==> src/rtl/imem_boot_pkg.sv <==
// Shared types and constants for the instruction-memory boot loader.
// Included by the packer and the boot controller top.
package imem_boot_pkg;

  typedef enum logic [2:0] {
    LEN_HI = 3'd0,
    LEN_LO = 3'd1,
    BYTE   = 3'd2,
    WRITE  = 3'd3,
    DONE   = 3'd4,
    ERR    = 3'd5
  } state_t;

  localparam int BYTES_PER_WORD = 4;
  localparam int HDR_BYTES      = 2;

endpackage

==> src/rtl/imem_boot_ctrl_if.sv <==
// Byte-stream valid/ready channel from the host/UART side.
// master = byte source, slave = boot controller.
interface imem_boot_ctrl_if;

  logic [7:0] rx_data;
  logic       rx_valid;
  logic       rx_ready;

  modport master (
    output rx_data,
    output rx_valid,
    input  rx_ready
  );

  modport slave (
    input  rx_data,
    input  rx_valid,
    output rx_ready
  );

endinterface

==> src/rtl/byte_word_packer.sv <==
// Big-endian 8->32 packer: first byte lands in bits [31:24].
// word_nxt is the full word including the byte on din.
module byte_word_packer
  import imem_boot_pkg::*;
(
  input  logic        clk,
  input  logic        rst_n,
  input  logic        clr,
  input  logic        en,
  input  logic [7:0]  din,
  output logic        last,
  output logic [31:0] word_nxt
);

  localparam int CW = $clog2(BYTES_PER_WORD);

  logic [CW-1:0] cnt;
  logic [23:0]   sr;

  always_ff @(posedge clk or negedge rst_n) begin
    if (!rst_n) begin
      cnt <= '0;
      sr  <= '0;
    end else if (clr) begin
      cnt <= '0;
    end else if (en) begin
      cnt <= cnt + 1'b1;
      sr  <= {sr[15:0], din};
    end
  end

  assign last     = (cnt == CW'(BYTES_PER_WORD - 1));
  assign word_nxt = {sr, din};

endmodule

==> src/rtl/imem_boot_ctrl.sv <==
// Boot loader: length header + big-endian words into imem,
// CPU held until the load finishes.
module imem_boot_ctrl
  import imem_boot_pkg::*;
#(
  parameter int ADDR_W = 10,
  parameter int DEPTH  = 1024
) (
  input  logic              clk,
  input  logic              rst_n,
  imem_boot_ctrl_if.slave   rx,
  input  logic              reload,
  output logic              mem_we,
  output logic [ADDR_W-1:0] mem_waddr,
  output logic [31:0]       mem_wdata,
  output logic              cpu_run,
  output logic              boot_done,
  output logic              boot_err,
  output logic [ADDR_W:0]   words_loaded
);

  state_t state_q, state_d;

  logic [15:0]       n_q;
  logic [15:0]       n_nxt;
  logic [15:0]       wc_inc;
  logic [ADDR_W-1:0] word_cnt;
  logic [31:0]       pk_word;
  logic xfer, pk_last;
  logic hdr_hi, hdr_lo, pk_clr, pk_en;
  logic wr_go, wr_end, clr_all;

  assign rx.rx_ready = (state_q == LEN_HI) |
                       (state_q == LEN_LO) |
                       (state_q == BYTE);
  assign xfer   = rx.rx_valid & rx.rx_ready;
  assign n_nxt  = {n_q[15:8], rx.rx_data};
  assign wc_inc = 16'(word_cnt) + 16'd1;

  byte_word_packer u_pack (
    .clk      (clk),
    .rst_n    (rst_n),
    .clr      (pk_clr),
    .en       (pk_en),
    .din      (rx.rx_data),
    .last     (pk_last),
    .word_nxt (pk_word)
  );

  always_comb begin
    state_d = state_q;
    hdr_hi  = 1'b0;
    hdr_lo  = 1'b0;
    pk_clr  = 1'b0;
    pk_en   = 1'b0;
    wr_go   = 1'b0;
    wr_end  = 1'b0;
    clr_all = 1'b0;
    unique case (state_q)
      LEN_HI: if (xfer) begin
        hdr_hi  = 1'b1;
        state_d = LEN_LO;
      end
      LEN_LO: if (xfer) begin
        hdr_lo = 1'b1;
        if (n_nxt == 16'd0) begin
          state_d = DONE;
        end else if ({16'd0, n_nxt} > 32'(DEPTH)) begin
          state_d = ERR;
        end else begin
          state_d = BYTE;
          pk_clr  = 1'b1;
        end
      end
      BYTE: if (xfer) begin
        pk_en = 1'b1;
        if (pk_last) begin
          wr_go   = 1'b1;
          state_d = WRITE;
        end
      end
      WRITE: begin
        wr_end  = 1'b1;
        state_d = (wc_inc == n_q) ? DONE : BYTE;
      end
      DONE, ERR: if (reload) begin
        clr_all = 1'b1;
        state_d = LEN_HI;
      end
      default: state_d = LEN_HI;
    endcase
  end

  // Status flags follow the next state so they move on the entry/exit edge.
  always_ff @(posedge clk or negedge rst_n) begin
    if (!rst_n) begin
      state_q      <= LEN_HI;
      n_q          <= '0;
      word_cnt     <= '0;
      mem_we       <= 1'b0;
      mem_waddr    <= '0;
      mem_wdata    <= '0;
      words_loaded <= '0;
      cpu_run      <= 1'b0;
      boot_done    <= 1'b0;
      boot_err     <= 1'b0;
    end else begin
      state_q <= state_d;
      mem_we  <= wr_go;
      if (wr_go) begin
        mem_waddr <= word_cnt;
        mem_wdata <= pk_word;
      end
      if (hdr_hi) n_q[15:8] <= rx.rx_data;
      if (hdr_lo) n_q[7:0]  <= rx.rx_data;
      if (pk_clr)
        word_cnt <= '0;
      else if (wr_end && state_d == BYTE)
        word_cnt <= word_cnt + 1'b1;
      if (clr_all)
        words_loaded <= '0;
      else if (wr_end)
        words_loaded <= wc_inc[ADDR_W:0];
      cpu_run   <= (state_d == DONE);
      boot_done <= (state_d == DONE);
      boot_err  <= (state_d == ERR);
    end
  end

endmodule

==> src/flat_wrapper.sv <==
// flat-port wrapper written by rule: the top's interface ports become plain ports
module imem_boot_ctrl_flat import imem_boot_pkg::*;
#(
  parameter int ADDR_W = 10,
  parameter int DEPTH  = 1024
)
  (clk, rst_n, reload, mem_we, mem_waddr, mem_wdata, cpu_run, boot_done, boot_err, words_loaded, rx_rx_data, rx_rx_valid, rx_rx_ready);
  imem_boot_ctrl_if rx_i ();
  input  logic clk;
  input  logic rst_n;
  input  logic reload;
  output logic mem_we;
  output logic [ADDR_W-1:0] mem_waddr;
  output logic [31:0] mem_wdata;
  output logic cpu_run;
  output logic boot_done;
  output logic boot_err;
  output logic [ADDR_W:0] words_loaded;
  input wire logic [$bits(rx_i.rx_data)-1:0] rx_rx_data;
  input wire logic [$bits(rx_i.rx_valid)-1:0] rx_rx_valid;
  output wire logic [$bits(rx_i.rx_ready)-1:0] rx_rx_ready;
  assign rx_i.rx_data = rx_rx_data;
  assign rx_i.rx_valid = rx_rx_valid;
  assign rx_rx_ready = rx_i.rx_ready;
  imem_boot_ctrl #(.ADDR_W(ADDR_W), .DEPTH(DEPTH)) u_core (.clk(clk), .rst_n(rst_n), .rx(rx_i), .reload(reload), .mem_we(mem_we), .mem_waddr(mem_waddr), .mem_wdata(mem_wdata), .cpu_run(cpu_run), .boot_done(boot_done), .boot_err(boot_err), .words_loaded(words_loaded));
endmodule
==> config.mk <==
export PLATFORM = sky130hd
export DESIGN_NAME = imem_boot_ctrl_flat
export DESIGN_NICKNAME = d
export VERILOG_FILES = /design/src/rtl/imem_boot_pkg.sv /design/src/rtl/imem_boot_ctrl_if.sv /design/src/rtl/byte_word_packer.sv /design/src/rtl/imem_boot_ctrl.sv /design/src/flat_wrapper.sv
export SDC_FILE = /design/constraint.sdc
export NUM_CORES = 1
export LEC_CHECK = 0
export BUFFER_PORTS_ARGS = -buffer_cell sky130_fd_sc_hd__buf_4
export CORE_ASPECT_RATIO = 0.5
export CORE_MARGIN = 1
export CORE_UTILIZATION = 50
export DETAILED_ROUTE_END_ITERATION = 8
export PLACE_DENSITY = 0.74
export SYNTH_ARGS = -nofsm -noshare
export SYNTH_HDL_FRONTEND = slang
export SYNTH_SLANG_ARGS = --single-unit
==> constraint.sdc <==
create_clock -name clk -period 2.5 [get_ports clk]
set_input_delay 0.125 -clock clk [delete_from_list [all_inputs] [get_ports clk]]
set_output_delay 0.125 -clock clk [all_outputs]
set_load 0.03 [all_outputs]
Word level (Yosys, flattened, before mapping)

Index checks and enable logic that the tools add are counted.

Word-level logic and storage cells: 67
Input bits: 12
Flip-flop bits (word level): 111
Output and inout port bits: 58

Reduce and logical (&&, ||, !) cells: 8
Magnitude comparators: 1
Add/sub/neg operators: 3
Bitwise logic cells: 4
Eq/ne operators: 10
Mux-type cells: 29

Operators with widths:

| cell                                                            | count |
|---|---|
| 2-to-1 mux 3 bit                                                | 8 |
| 2-to-1 mux 11 bit                                               | 2 |
| 2-to-1 mux 10 bit                                               | 2 |
| equality test 16 bit                                            | 1 |
| greater-than comparator 16 x 11 -> 1 bit, second input constant | 1 |
| zero test 16 bit                                                | 1 |
| one-hot mux 3 bit (5 select lines)                              | 1 |
| 2-to-1 mux 1 bit                                                | 14 |
| equality test 3 bit, second input constant                      | 4 |
| adder 10 x 1 -> 11 bit, second input constant                   | 1 |
| adder 10 x 1 -> 10 bit, second input constant                   | 1 |
| equality test 3 x 2 -> 1 bit, second input constant             | 3 |
| nonzero test 2 bit                                              | 3 |
| 2-to-1 mux 2 bit                                                | 2 |
| equality test 3 x 1 -> 1 bit, second input constant             | 1 |
| zero test 3 bit                                                 | 1 |
| adder 2 x 1 -> 2 bit, second input constant                     | 1 |
| equality test 2 bit, second input constant                      | 1 |
| bitwise OR 1 bit                                                | 2 |
| AND reduction 2 bit                                             | 1 |
| OR reduction 2 bit                                              | 1 |
| AND 1 bit                                                       | 1 |
| logical AND 1 bit                                               | 1 |
| NOT 1 bit                                                       | 1 |

Depth between registers and ports, before layout

Word-level depth: 10
Depth in mapped cells: 10
Gate-level depth less buffers: 8

Modules after synthesis

Synthesis repeated with hierarchy kept, for this count alone.

Cell total of the unflattened synthesis: 477
Area, all modules: 5114.9 µm²

Modules (own cells, without submodules):

| module           | seq. area each (µm²) | area an instance (µm²) | cells each | times used |
|---|---|---|---|---|
| imem_boot_ctrl   | 2127.0               | 3955.0                 | 410        | 1 |
| byte_word_packer | 650.6                | 1159.9                 | 67         | 1 |

Worst setup path before layout

Ideal clock, no wire load.

Path type: reg-to-reg
Start point: reg u_core.word_cnt[0]
End point: reg u_core.cpu_run
Required time: 2.406 ns
Path buffers: 2
Data arrival time: 2.433 ns
Library setup time: 0.094 ns
Period minus slack after synthesis: 2.527 ns
Slack: -0.027 ns
Stages on the path, launching flop included: 11
Cell sequence: dfrtp_1 ha_1 nand4_2 or2_1 buf_6 a2111o_1 nor4_2 and2_4 buf_12 nand3_4 a221oi_2

Longest elaborated chain between the ends: 5

RTL lines:

| what                               | RTL line              | source |
|---|---|---|
| from (decl)                        | imem_boot_ctrl.sv:27  | `logic [ADDR_W-1:0] word_cnt;` |
| from (signal assigned)             | imem_boot_ctrl.sv:119 | `word_cnt <= word_cnt + 1'b1;` |
| adder 10 x 1 -> 11 bit             | imem_boot_ctrl.sv:38  | `assign wc_inc = 16'(word_cnt) + 16'd1;` |
| equality test 16 bit               | imem_boot_ctrl.sv:84  | `state_d = (wc_inc == n_q) ? DONE : BYTE;` |
| 2-to-1 mux 3 bit                   | imem_boot_ctrl.sv:84  |  |
| one-hot mux 3 bit (5 select lines) | imem_boot_ctrl.sv:59  | `unique case (state_q)` |
| equality test 3 bit                | imem_boot_ctrl.sv:124 | `cpu_run <= (state_d == DONE);` |
| to (signal assigned)               | imem_boot_ctrl.sv:124 |  |
| to (decl)                          | imem_boot_ctrl.sv:16  | `output logic cpu_run,` |

Every way passes these cells.
A chain may end at the register's enable or synchronous reset.

Final worst setup path

Start point: reg u_core.word_cnt[1]
End point: reg u_core.word_cnt[9]

Longest elaborated chain between the ends: 7
Elaborated cells between the ends (all ways): 10
Classes of those cells: add/sub: 2; eq/ne: 2; mux: 4; reduce/logical: 2

RTL lines:

| what                                | RTL line              | source |
|---|---|---|
| adder 10 x 1 -> 11 bit              | imem_boot_ctrl.sv:38  |  |
| equality test 16 bit                | imem_boot_ctrl.sv:84  |  |
| 2-to-1 mux 3 bit                    | imem_boot_ctrl.sv:84  |  |
| one-hot mux 3 bit (5 select lines)  | imem_boot_ctrl.sv:59  |  |
| equality test 3 x 2 -> 1 bit        | imem_boot_ctrl.sv:118 | `else if (wr_end && state_d == BYTE)` |
| logical AND 1 bit                   | imem_boot_ctrl.sv:118 |  |
| nonzero test 2 bit (no source line) | n/a                   |  |

Parallel ways exist; a longest one is shown, timed or not. The select of a mux whose other input is x is not followed.

==> metrics.md <==
| Metric | Value |
|---|---|
| WL final | `~12 mm` |
| Placed Instances | `666` |
| Ports | `70` |
| Final-stage net count | `between 500 and 600` |
| # DRC | `0` |
| Final ANT Viol Nets | `0` |
| Vias after detailed routing | `about 3900` |
| Area grow syn2layout | `24.6%` |
| CP Launch Type | `register` |
| Switching Share | `36.4%` |
| Main flop type after synthesis | `dfrtp_1` |
| Final instance area | `about 6200 µm²` |
| Largest net degree at the start of global routing | `between 60 and 70` |
| Number of global-route vias before repair | `approximately 3600` |
| # fillers | `about 800` |
| Final Max Slew Viols | `0` |
| Multiplexer share of the synthesized area | `between 10% and 20%` |
| Hold Path Class | `primary input to register` |
| Slew margin rel. | `33.0%` |
| Worst setup margin | `roughly 0.023 ns` |
| Final TNS setup | `0 ns` |
| DR top layer | `met4` |
| Synthesized netlist cell count | `about 460` |
| Synth Area per Inst | `around 11 µm²` |
| Adder-cell share of the synthesized area | `less than 1%` |
| Port bufs | `roughly 70` |
| Crit-path slowest cell | `a2111o_1` |
| Wire length on met2 | `between 5 and 6 mm` |
| DP Worst Slack | `-0.00840 ns` |
| Layout cells sized above 1 | `a little over a third` |
| Worst-Margin Slew | `roughly 1 ns` |
| CP delay by family, top | `simple AND/OR/NAND/NOR gates` |
| Internal power | `between 3 and 4 mW` |
| NetSw | `2.22 mW` |
| Maxcap violations | `0` |
| P per Cell Area | `975 nW/µm²` |
| Synth Area in Simple Gates | `between 15 and 20%` |
| Post-layout min period | `around 2.5 ns` |
| Initial Util | `52.4%` |
| Grt total ovfl | `0` |
| Initial antenna violation count | `0` |
| Core area | `around 9600 µm²` |
| Buf/Inv on CP | `0` |
| Post-DP HPWL | `between 7 and 8 mm` |
| Comb pwr share | `about a third` |
| CTS tree | `built` |
| Critical Path Max Stage Delay | `0.44 ns` |
| All-layer global routing usage | `23.8%` |
| Floorplan row count | `25` |
| Post-synthesis compound-gate area fraction | `~7.6%` |
| Final-report setup violation count | `0` |
| Status | `complete, no violations` |
| Mapped Nets | `approximately 470` |
| Routability Congestion | `roughly 0.89` |
| Die Y | `between 70 and 80 µm` |
| Worst path required time | `2.74 ns` |
| Cell Area, Placed | `5820 µm²` |
| Critical path data arrival time | `~2.7 ns` |
| Synth Area in XOR/XNOR | `roughly 2.1%` |
| Clock Tree Buf Depth | `2` |
| Final Skew | `between 0.006 and 0.007 ns` |
| Distinct cells, synth | `58` |
| CP max FO | `7` |
| Met3 WL post-DR | `558 µm` |
| DIE WIDTH | `around 140 µm` |
| Total die area | `about 10000 µm²` |
| Routed vias/inst | `~5.6` |
| Register bit total from synthesis | `~110` |
| Final Non-Filler Cells | `691` |
| Critical path cell sequence | `ha_4 > nand4_4 > or2_4 > a2111o_1 > nor4_4 > and2_4 > nor4_1 > a211o_1` |
| Ys async rst share | `between 90% and 100%` |
| Worst-skew pair later-pin latency | `0.35 ns` |
| Fmax | `just over 400 MHz` |
| CP Capture Type | `register` |
| Post-synth EDFFs | `0` |
| Reg power frac | `41.6%` |
| CTS Sinks | `between 100 and 150` |
| Metal-1 WL | `roughly 5.5 mm` |
| DRT Pass-1 Iters | `5` |
| # diodes | `0` |
| Final Hold Fails | `0` |
| Crit Path Category | `register to register` |
| RSZ-0062 raised after global routing | `true` |
| Fin crit share | `99.1%` |
| Num CTS Buffers | `9` |
| Reg clk slew, reported paths | `0.08 ns` |
| First-pass GRT wire length | `roughly 19 mm` |
| Main combinational cell family by area after synthesis | `simple AND/OR/NAND/NOR gates` |
| CTS Root Cell | `clkbuf_16` |
| H-tree lvl count | `3` |
| Clk pwr share | `a little under a quarter` |
| Cell Area, Synth | `between 5000 and 6000 µm²` |
| Worst vdd ir | `between 0.4 and 0.5 mV` |
| Sequential share of the synthesized area | `between 50% and 60%` |
| Leak pwr | `3.08 nW` |
| Post-DR wirelength/cell | `~17 µm` |
| Synthesis Warnings | `0` |
| 1st-iter DRT viols | `roughly 300` |
## layout by cell type, fill, tap and decap left out, types with 3 or more instances in the layout
cell / instances
nor2_1: 14
and2_1: 3
nor4_1: 5
dfrtp_2: 4
xor2_1: 4
or4_1: 6
clkbuf_16: 9
nand3_1: 12
inv_1: 7
nand2_1: 109
o21ai_0: 17
buf_4: 103
o211ai_1: 8
xnor2_1: 7
buf_12: 3
nor3_1: 3
mux2_2: 56
a21oi_1: 5
dfrtp_1: 107
nand2b_1: 4
nor2b_1: 4
nand4_1: 5
## final timing paths
| kind | depth (start not counted) | startpoint | slack [ns] | to |
|---|---|---|---|---|
| min in group asynchronous | 2 | rst_n | 0.32 | u_core.mem_wdata[21]$_DFFE_PN0P_ |
| worst min-delay path | 3 | rx_rx_data[6] | 0.01 | u_core.u_pack.sr[6]$_DFFE_PN0P_ |
| max in group asynchronous | 3 | rst_n | 1.41 | u_core.word_cnt[3]$_DFFE_PN0P_ |
| worst max-delay path | 8 | u_core.word_cnt[1]$_DFFE_PN0P_ | 0.02 | u_core.word_cnt[9]$_DFFE_PN0P_ |
| worst max register to register | 8 | u_core.word_cnt[1]$_DFFE_PN0P_ | 0.02 | u_core.word_cnt[9]$_DFFE_PN0P_ |
| worst min register to register | 2 | u_core.u_pack.sr[19]$_DFFE_PN0P_ | 0.47 | u_core.u_pack.sr[19]$_DFFE_PN0P_ |
## cell families after synthesis
group,Yosys count
multiplexers,57
adder cells (fa/ha/maj),2
AO/OA/AOI/OAI,55
AND/OR/NAND/NOR,188
XOR/XNOR,12
buffers and inverters,34
flip-flops,111
## timing repair
item	CTS	global route
cloned	0	1
endpoints found under the hold margin	45	0
hold buffers	1	0
endpoints found under the setup margin	3	13
pin swaps	1	6
resized for setup	1	14
buffers inserted	2	5
## flip-flops by register name, indices dropped and copies added, names as in the netlist
name / count
u_core.cpu_run: 1
u_core.u_pack.cnt: 2
u_core.mem_waddr: 10
u_core.n_q: 16
u_core.u_pack.sr: 24
u_core.words_loaded: 11
u_core.mem_we: 1
u_core.state_q: 3
u_core.mem_wdata: 32
u_core.boot_err: 1
u_core.word_cnt: 10
## cells in the mapped netlist (5+ instances only)
library cell  number  area share, %
o211ai_1           8            1.2
a21oi_1            5           0.50
inv_1              7           0.52
nand2_1          111            8.3
nand3_1           12            1.2
mux2_2            56             13
or4_1              6           0.90
clkbuf_1          20            1.5
nand4_1            5           0.62
xnor2_1            8            1.4
nor4_1             5           0.62
dfrtp_1          111             55
o21ai_0           17            1.7
nor2_1            15            1.1
## metrics by stage
step / hold slack, ns / power, mW / utilization, %
2_1_floorplan: -0.171 / 3.75 / -
3_3_place_gp: 0.164 / 4.45 / 60.8
3_5_place_dp: 0.171 / 4.49 / 60.8
4_1_cts: 0.0115 / 5.92 / 64.2
5_1_grt: 0.0222 / 6.42 / 65.2
6_report: 0.0115 / 6.09 / 65.2
## power by group through the flow
| stage | registers, mW | logic, mW | clock network, mW |
|---|---|---|---|
| 2_1_floorplan | 2.48 | 1.27 | 0 |
| 3_3_place_gp | 2.52 | 1.93 | 0 |
| 3_5_place_dp | 2.54 | 1.95 | 0 |
| 4_1_cts | 2.51 | 1.97 | 1.44 |
| 5_1_grt | 2.58 | 2.34 | 1.50 |
| 6_report | 2.53 | 2.14 | 1.41 |
## worst min-delay path, delay by kind of cell
kind | cells | cell delay [ns]
buffers and inverters | 1 | 0.11
AND/OR/NAND/NOR | 2 | 0.10
## final cells by class
cell class | instances | area [µm²] | share of cell area [%]
flip-flops and latches | 111 | 2780 | 44.6
multi-input cells | 315 | 2130 | 34.1
repair buffers | 107 | 843 | 13.5
clock buffers | 12 | 256 | 4.11
well taps | 135 | 169 | 2.70
clock inverters | 4 | 36.3 | 0.581
inverters | 7 | 26.3 | 0.421
## layer usage
layer | vias to the layer above | track usage [%]
met5 | - | 0
met4 | 0 | 8.39
met3 | 20 | 5.18
met2 | 118 | 37.5
met1 | 1922 | 33.0
li1 | 1792 | -
Power figures use the tool's default switching activity.
